<file path="config.mk">
export PLATFORM = sky130hd
export DESIGN_NAME = serial_subtractor
export DESIGN_NICKNAME = d
export VERILOG_FILES = /design/src/rtl/serial_subtractor.sv
export SDC_FILE = /design/constraint.sdc
export NUM_CORES = 1
export LEC_CHECK = 0
export CORE_AREA = 2 2 44 67
export DETAILED_ROUTE_END_ITERATION = 8
export DIE_AREA = 0 0 46 69
export PLACE_DENSITY_LB_ADDON = 0.12
export SYNTH_ARGS = -nofsm -noshare
export SYNTH_HDL_FRONTEND = slang
export SYNTH_SLANG_ARGS = --single-unit
</file>
<file path="constraint.sdc">
create_clock -name clk -period 1.3 [get_ports clk]
set_input_delay 0.39 -clock clk [delete_from_list [all_inputs] [get_ports clk]]
set_output_delay 0.39 -clock clk [all_outputs]
set_load 0.02 [all_outputs]
</file>
<file path="src/rtl/serial_subtractor.sv">
// Bit-serial unsigned subtractor: DIFF = A - B - BIN (mod 2^WIDTH), with
// borrow-out in BOUT. Operands are taken on a start/busy/done handshake and
// processed one bit per clock, LSB first. Results stay registered until the
// next operation completes or until reset.
module serial_subtractor #(
  parameter int WIDTH = 4,  // operand/result width, legal 2..16
  parameter int CW    = 5   // bit counter width, 2^CW must exceed WIDTH
) (
  input  logic             clk,
  input  logic             rst,
  input  logic             start,
  input  logic [WIDTH-1:0] A,
  input  logic [WIDTH-1:0] B,
  input  logic             BIN,
  output logic [WIDTH-1:0] DIFF,
  output logic             BOUT,
  output logic             busy,
  output logic             done
);

  typedef enum logic [1:0] {
    IDLE  = 2'd0,
    SHIFT = 2'd1,
    DONE  = 2'd2
  } state_t;

  state_t           state;
  state_t           state_next;

  logic [WIDTH-1:0] a_sr;      // minuend, shifted right one bit per SHIFT edge
  logic [WIDTH-1:0] b_sr;      // subtrahend, shifted alongside a_sr
  logic [WIDTH-1:0] res_sr;    // difference bits enter at the MSB
  logic             br;        // running borrow between bit positions
  logic [CW-1:0]    cnt;       // index of the bit being processed

  logic             a_bit;
  logic             b_bit;
  logic             d_bit;
  logic             br_next;
  logic             last_bit;

  // One full-subtractor cell applied to the current bit position.
  always_comb begin
    a_bit    = a_sr[0];
    b_bit    = b_sr[0];
    d_bit    = a_bit ^ b_bit ^ br;
    br_next  = (~a_bit & b_bit) | (~(a_bit ^ b_bit) & br);
    last_bit = (cnt == CW'(WIDTH - 1));
  end

  // Next-state logic for the IDLE -> SHIFT -> DONE -> IDLE sequence.
  always_comb begin
    // NOTE: every variable gets a default before the case so that no path
    // leaves it unassigned, which would otherwise infer a latch.
    state_next = state;
    case (state)
      IDLE:    if (start) state_next = SHIFT;
      SHIFT:   if (last_bit) state_next = DONE;
      DONE:    state_next = IDLE;
      default: state_next = IDLE;
    endcase
  end

  // State register; busy/done are decoded from the next state so that they
  // come straight out of flops with no logic behind them.
  always_ff @(posedge clk) begin
    // NOTE: sequential state uses non-blocking assignments so every flop
    // samples the pre-edge values regardless of statement order.
    if (rst) begin
      state <= IDLE;
      busy  <= 1'b0;
      done  <= 1'b0;
    end else begin
      state <= state_next;
      busy  <= (state_next != IDLE);
      done  <= (state_next == DONE);
    end
  end

  // Operand capture, per-bit shifting and final result load.
  always_ff @(posedge clk) begin
    if (rst) begin
      a_sr   <= '0;
      b_sr   <= '0;
      res_sr <= '0;
      br     <= 1'b0;
      cnt    <= '0;
      DIFF   <= '0;
      BOUT   <= 1'b0;
    end else begin
      case (state)
        IDLE: begin
          if (start) begin
            a_sr   <= A;
            b_sr   <= B;
            br     <= BIN;
            res_sr <= '0;
            cnt    <= '0;
          end
        end
        SHIFT: begin
          a_sr   <= a_sr >> 1;
          b_sr   <= b_sr >> 1;
          res_sr <= {d_bit, res_sr[WIDTH-1:1]};
          br     <= br_next;
          cnt    <= cnt + CW'(1);
          if (last_bit) begin
            DIFF <= {d_bit, res_sr[WIDTH-1:1]};
            BOUT <= br_next;
          end
        end
        default: ;
      endcase
    end
  end

endmodule

</file>
==> metrics.txt <==
outcome finished, violations left; failing checks setup timing; Yosys reg bits 26; Setup CP Type in2reg; Synth top area share between 40% and 50%; Final setup viols 1; chip width around 46 µm; Mean Syn Cell Area ~9.6 µm²; Slew @ Worst Pin 193 ps; Final ANT Viol Nets 0; CP max FO 1; Die H between 60 and 70 µm; leakage between 0.6 and 0.7 nW; hold path start DIFF[3]; placed instance area 1490 µm²; PortBufs 18; Max-cap violations 0; clk sinks 26; antenna cells 0; fin crit share 101%; storage element area approximately 530 µm²; area delta synth->final 39.7%; register area share after synthesis between 40 and 50%; Mapped Cells 120; Synth cell types 29; Finished Core Util between 60% and 70%; minimum clock period ~1300 ps; GRT Util Overall ~17%; initial antenna violation count 0; Top FF cell, synth dfxtp_1; clock slew at reported path FFs ~90 ps; Slew Viols, Final 0; Inst Count DP 176; RePlAce Congestion between 0.7 and 0.8; H-tree level count 1; relative slew slack around 87%; synth cell count leaders 26 x dfxtp_1, 15 x nor2_1, 10 x nand2b_1; Max Fclk between 0.7 and 0.8 GHz; Mapped Area roughly 1200 µm²; placed wire-length estimate 1710 µm; Worst Hold Class reg2reg; Post-synth EDFFs 0; Avg WL per Cell approximately 13 µm; worst reg2reg startpoint state[0]; Power Dens Cells a little over 1000 nW/µm²; skew final 2.25 ps; fill count ~230; FFs w/ async S/R, synth 0%; die area 3170 µm²; Ports 19; CP Launch Type input port; DRC 0; TritonRoute pass-1 iters 4; WP data arrival roughly 1500 ps; final hold viol count 0; cell with the most instances after synthesis dfxtp_1; Multi-input gate area 638 µm²; Clock Latency Late Sink roughly 270 ps; Via density about 5.3; RSZ-0062 raised after global routing yes; Setup TNS Final -19.2 ps; Root Driver clkbuf_8; Final Non-Filler Cells about 180; Inserted Clock Buffers 3; CTS tree yes; Nets 174; Vias 982; share of layout cells above drive strength 1 about two fifths; core area 2590 µm²; total power 1.66 mW; Crit. Startpoint B[0]; drt total wl about 2400 µm; vias in the first global route between 900 and 1k; top cells by area, synth dfxtp_1 45%, nand2b_1 5.4%, nor2_1 4.9%; first-pass GRT wire length 4080 µm; largest net degree at the start of global routing 18; Congestion Overflow GR 0; post-synthesis net count approximately 130; initial drt markers 18; Worst EP required 1470 ps; # rows 23; worst hold margin between 400 and 500 ps; CP endpoint kind flop; VDD IR max 0.755 mV; Finished Cell Area around 1600 µm²; Setup WS post-layout -19.2 ps; Starting Density 44.6%; CTS Buffer Depth 2; dominant cell type by area after synthesis dfxtp_1; Place WS -532 ps; Syn. warnings 0
-- layer usage --
metal  vias to the layer above  track usage, %  part of all wire, %
li1                        503               -                    -
met3                         6            2.36                  3.3
met2                        28            30.1                   54
met5                         -               0                    0
met4                         0            6.67                  2.2
met1                       445            19.6                   41
-- sequential cells by signal, summed over array words and instances, names as in the netlist --
signal,flops
a_sr,4
done,1
BOUT,1
DIFF,4
cnt,5
busy,1
b_sr,4
br,1
res_sr,3
state,2
-- final timing paths --
path | to | slack [ps] | cells past startpoint
setup / recovery | b_sr[0] | -20 | 4
hold reg to reg | DIFF[3] | 470 | 2
setup reg to reg | b_sr[0] | 0 | 4
hold / removal | DIFF[3] | 470 | 2
-- cell usage in the layout (no fill, tap or decap), types with 2 or more instances in the layout --
cell type / count
buf_4: 21
a21oi_2: 6
nand4_1: 2
clkbuf_2: 3
and2b_1: 2
clkdlybuf4s50_1: 10
buf_2: 3
a21oi_1: 3
nand2b_1: 10
nand4b_1: 4
nor2_1: 15
o21ai_0: 3
dfxtp_1: 21
a211oi_1: 2
a22oi_1: 6
o21ai_1: 2
mux2_2: 2
nor3_1: 5
nor3b_1: 3
or3b_2: 6
clkdlybuf4s15_2: 3
clkbuf_8: 4
a211oi_2: 2
inv_1: 2
dfxtp_2: 5
-- where the power goes --
part | total (mW) | leakage (nW) | internal, mW | switching [mW]
Combinational | 0.290 | 0.406 | 0.164 | 0.126
Clock | 0.516 | 0.0288 | 0.271 | 0.246
Sequential | 0.855 | 0.214 | 0.834 | 0.0207
-- cell type report --
class                      instances  area share (%)
multi-input combinational         84            39.5
sequential                        26            32.6
tap                               25            1.94
timing repair buffer              42            21.8
inverter                           3           0.697
clock buffer                       4            3.41
-- cell families after synthesis --
group	Yosys count	synth area share (%)
compound gates	27	16.1
fa+ha+maj	2	2.81
buf+inv	10	4.33
flops	26	45.0
mux	2	1.95
simple gates	53	29.8
-- critical path, cell delays in order --
cell and delay [ps]:
clkdlybuf4s50_1 400, or3b_2 470, a21oi_2 170, a211oi_2 50
-- repair_timing --
action | 4_1_cts | 5_1_grt
gates cloned | 0 | 1
hold buffers | 0 | 0
pin swaps | 0 | 3
buffers inserted | 1 | 2
endpoints found under the setup margin | 31 | 23
gates resized for setup | 23 | 24
No activity file was read; power rests on OpenSTA's default activity.
